<file path="config.mk">
export PLATFORM = sky130hd
export DESIGN_NAME = ifetch_queue
export DESIGN_NICKNAME = d
export VERILOG_FILES = /design/src/rtl/ifetch_queue.sv
export SDC_FILE = /design/constraint.sdc
export NUM_CORES = 1
export LEC_CHECK = 0
export ABC_AREA = 0
export CAP_MARGIN = 25
export CORE_MARGIN = 3
export CORE_UTILIZATION = 45
export DETAILED_ROUTE_END_ITERATION = 10
export GPL_ROUTABILITY_DRIVEN = 0
export PLACE_DENSITY = 0.69
export SYNTH_ARGS = -nofsm -noshare
export SYNTH_HDL_FRONTEND = slang
export SYNTH_SLANG_ARGS = --single-unit
</file>
<file path="constraint.sdc">
create_clock -name clk -period 7.5 [get_ports clk]
set_clock_uncertainty 0.1 [all_clocks]
set_input_delay 1.875 -clock clk [delete_from_list [all_inputs] [get_ports clk]]
set_output_delay 1.875 -clock clk [all_outputs]
set_load 0.01 [all_outputs]
</file>
<file path="src/rtl/ifetch_queue.sv">
// In-order instruction fetch queue between the PC generator and decode.
// Issues one imem read per accepted PC, buffers responses, and drops wrong-path returns on redirect.
module ifetch_queue #(
  parameter int          DEPTH = 4,
  parameter logic [31:0] NOP   = 32'h0000_0013
) (
  input  logic        clk,
  input  logic        rst,
  input  logic [31:0] PCF,
  output logic        StallF,
  input  logic        PCSrcE,
  output logic        imem_req_valid,
  output logic [31:0] imem_req_addr,
  input  logic        imem_req_ready,
  input  logic        imem_rsp_valid,
  input  logic [31:0] imem_rsp_data,
  input  logic        StallD,
  output logic        ValidD,
  output logic [31:0] InstrD,
  output logic [31:0] PCD,
  output logic [31:0] PCPlus4D
);

  localparam int AW = $clog2(DEPTH);
  localparam int CW = AW + 1;

  // NOTE: pc/instr storage is not reset; the filled bits and count gate every read of it.
  logic [31:0]      r_pc    [DEPTH];
  logic [31:0]      r_instr [DEPTH];
  logic [DEPTH-1:0] r_filled;

  logic [AW-1:0] r_wr_ptr, r_fill_ptr, r_rd_ptr;
  logic [CW-1:0] r_count;     // allocated entries (filled or not)
  logic [CW-1:0] r_pend;      // allocated but still waiting for their response
  logic [CW-1:0] r_drop_cnt;  // wrong-path responses still to be discarded

  logic w_full, w_accept, w_head_valid, w_pop, w_fill, w_drop, w_flush_rsp;

  assign w_full         = (r_count == CW'(DEPTH));
  assign imem_req_valid = !rst && !PCSrcE && !w_full;
  assign imem_req_addr  = PCF;
  assign w_accept       = imem_req_valid && imem_req_ready;
  assign StallF         = !w_accept;

  assign w_head_valid = (r_count != '0) && r_filled[r_rd_ptr];
  assign ValidD       = w_head_valid;
  assign InstrD       = w_head_valid ? r_instr[r_rd_ptr] : NOP;
  assign PCD          = w_head_valid ? r_pc[r_rd_ptr] : 32'd0;
  assign PCPlus4D     = w_head_valid ? r_pc[r_rd_ptr] + 32'd4 : 32'd0;

  assign w_pop  = w_head_valid && !StallD && !PCSrcE;
  assign w_drop = imem_rsp_valid && (r_drop_cnt != '0);
  // A response with nothing pending and nothing to drop is a protocol error and is ignored.
  assign w_fill = imem_rsp_valid && (r_drop_cnt == '0) && (r_pend != '0) && !PCSrcE;
  // Only a response that belongs to some request is subtracted during a flush.
  assign w_flush_rsp = imem_rsp_valid && ((r_drop_cnt != '0) || (r_pend != '0));

  always_ff @(posedge clk) begin
    if (rst) begin
      r_wr_ptr   <= '0;
      r_fill_ptr <= '0;
      r_rd_ptr   <= '0;
      r_count    <= '0;
      r_pend     <= '0;
      r_drop_cnt <= '0;
      r_filled   <= '0;
    end else if (PCSrcE) begin
      r_wr_ptr   <= '0;
      r_fill_ptr <= '0;
      r_rd_ptr   <= '0;
      r_count    <= '0;
      r_pend     <= '0;
      r_filled   <= '0;
      r_drop_cnt <= r_drop_cnt + r_pend - CW'(w_flush_rsp);
    end else begin
      r_count <= r_count + CW'(w_accept) - CW'(w_pop);
      r_pend  <= r_pend + CW'(w_accept) - CW'(w_fill);
      if (w_accept) begin
        r_wr_ptr           <= r_wr_ptr + AW'(1);
        r_filled[r_wr_ptr] <= 1'b0;
      end
      if (w_fill) begin
        r_fill_ptr           <= r_fill_ptr + AW'(1);
        r_filled[r_fill_ptr] <= 1'b1;
      end
      if (w_pop)  r_rd_ptr   <= r_rd_ptr + AW'(1);
      if (w_drop) r_drop_cnt <= r_drop_cnt - CW'(1);
    end
  end

  always_ff @(posedge clk) begin
    if (w_accept) r_pc[r_wr_ptr]      <= PCF;
    if (w_fill)   r_instr[r_fill_ptr] <= imem_rsp_data;
  end

  a_no_orphan_rsp: assert property (@(posedge clk) disable iff (rst)
    imem_rsp_valid |-> ((r_drop_cnt != '0) || (r_pend != '0)));

endmodule

</file>
==> impl_metrics.ini <==
[outcome]
status = complete, no violations

[synth]
synth_cell_types = 44
synth_warnings = 0
yosys.area_share.simple_pct = 8.38
synth-adder-area-share_pct = 2.40
synthFlopType = edfxtp_1
ys_ff_latch = 277
avgSynthCellArea_um2 = 17.0
synth_xor_xnor_area_share_pct = 1.69
synth_top_family_by_area = multiplexers
netlist_area_mm2 = 0.0119
synth_compound_area_share_pct = 1.49
synthCells = 702
syn_nets = 793
async_reset_ff_share_pct = 0
synthMuxAreaShare_pct = 13.5
synth_edf_count = 256
ys_seq_area_share_pct = 68.1

[power_and_ir_drop]
peakVddDrop_v = 0.000204
p_leak_nw = 4.78
seqPwrFrac_pct = 53.3
switching_power_mw = 0.637
p_clk_share_pct = 40.7
p_int_mw = 2.57
power_frac_comb_pct = 6.0
sw_frac_of_total_pct = 19.9
power.density_mw_per_mm2 = 215
power.total_mw = 3.21

[critical_path]
path_class = primary input to output pin
crit_path_end = StallF
crit_fanout = 14
worstSetupStartpointType = primary input
cp.required_ns = 5.53
arrival_ns = 4.18
crit_start = PCSrcE
r2r_cells = 11
end_kind = output pin
rr_endpoint = r_count[2]
r2r_setup_slack_ns = 4.46
r2r-start = r_rd_ptr[0]

[layout]
layout-drive-gt1-share_pct = 14.8
final_core_util_pct = 58.3
instances_no_fill = 1228
finish.net_count = 970
diodes = 0
mostFrequentLayoutCell = edfxtp_1
area_growth_syn_to_layout_pct = 25.5
layout_common_cells = 256 x edfxtp_1, 200 x clkdlybuf4s50_1, 64 x and2_1
finalInstanceArea_mm2 = 0.0149

[clock_network]
insertion_delay_ns = 0.53
cts_hold_buf = 0
cts_resized = 0
htreeDepth = 1
cts_setup_buffers = 0
numCtsBuffers = 27
clock-sinks = 277
cts_tree = built
cts-root-buf = clkbuf_16
clk_pin_slew_ns = 0.06
clock_path_buffers = 3

[detailed_routing]
ant_nets = 0
vias = 6417
drt_wl_total_mm = 23.9
drc = 0
wl_per_cell_um = 19.4
drt-vias-per-instance = 5.23
drt-initial-drc-count = 435
drt-pass1-iter-count = 5

[grt]
grt_remaining_overflow = 0
antenna_found_initial = 0
grt_max_degree = 39
grt_pass1_wl_mm = 37.3
grt_pass1_vias = 6683
grt_usage_pct = 16.5

[floorplan]
coreArea_mm2 = 0.0256
row_count = 58
fp.dieW_um = 169
die_area_mm2 = 0.0284
die-height_um = 169
ios = 201
start_util_pct = 46.4

[sta]
hold_slack_ns = 0.390
setup_ws_ns = 1.35
finalCritPeriodShare_pct = 82.0
slew_violations = 0
tightest_slew_ns = 0.856
clock.fmax_mhz = 163
fin_setup_tns_ns = 0
period_minus_slack_ns = 6.15
hold_viol_final = 0
rsz0062_at_grt = no
setup_viol = 0
maxSlewHeadroom_pct = 42.5

[placed_design]
pre_cts_ws_ns = 1.34
dp_hpwl_mm = 15.6
placed_area_mm2 = 0.0141
port_buffers = 200
dp_cells = 1179

[run]
drv_cap = 0

[hold_path]
hp-class = flop to flop
-- flip-flops by register name (all words and copies together) (netlist names), named ones only --
signal,flops
r_fill_ptr,2
r_rd_ptr,2
r_pend,3
r_wr_ptr,2
r_count,3
r_filled,4
r_pc,128
r_drop_cnt,3
r_instr,128
-- critical path, cell delays in order --
cell             delay (ns)
clkdlybuf4s50_1        0.60
or2_2                  0.51
a21oi_1                0.19
and2_1                 0.23
clkinv_1               0.08
buf_4                  0.20
clkdlybuf4s50_1        0.50
-- cells in the mapped netlist, types with 9 or more instances --
cell type	instances	area share (%)
inv_1	29	0.91
mux2_2	9	0.85
mux4_2	63	12
xnor2_1	17	1.3
edfxtp_1	256	65
and2_1	64	3.4
nand2_1	17	0.54
clkbuf_1	13	0.41
buf_4	35	2.2
dfxtp_1	21	3.5
nand3_1	9	0.38
ha_1	18	1.9
a21oi_1	12	0.50
nor3_1	9	0.38
nor2_1	45	1.4
-- cell type report --
type / count / area [um2]
timing repair buffer: 210 / 2130
multi-input combinational: 333 / 3310
clock buffer: 34 / 702
inverter: 30 / 113
sequential: 277 / 8110
fill: 2003 / 10700
tap: 330 / 413
clock inverter: 14 / 155
-- power by group through the flow --
stage / clock (mW) / sequential [mW] / combinational, mW
2_1_floorplan: 0 / 1.74 / 0.112
3_3_place_gp: 0 / 1.74 / 0.194
3_5_place_dp: 0 / 1.74 / 0.195
4_1_cts: 1.34 / 1.71 / 0.196
5_1_grt: 1.41 / 1.71 / 0.221
6_report: 1.30 / 1.71 / 0.193
-- cells by family (layout without fill, tap and decap cells) --
family | Yosys count | after routing
DFF | 277 | 277
muxes | 79 | 79
and+or+nand+nor | 180 | 180
AOI/OAI and AO/OA | 30 | 30
adders and majority gates | 21 | 21
buffers and inverters | 92 | 288
xor gates and xnor gates | 23 | 23
-- how the worst min path moves through the flow --
stage          slack [ns]           to        start  cells after the start
4_1_cts              0.39  r_filled[2]  r_filled[2]                      2
3_5_place_dp         0.38  r_filled[2]  r_filled[2]                      2
5_1_grt              0.42  r_filled[3]  r_filled[3]                      2
3_3_place_gp         0.37  r_filled[2]  r_filled[2]                      2
2_1_floorplan        0.36  r_filled[2]  r_filled[2]                      2
6_report             0.39  r_filled[2]  r_filled[2]                      2
-- routing by layer --
metal | wire length (um) | GRT usage, %
met1 | 9900 | 21.7
met2 | 11600 | 28.3
met4 | 321 | 2.95
met3 | 2040 | 4.48
met5 | 0 | 0
(Power assumes the default switching activity.)
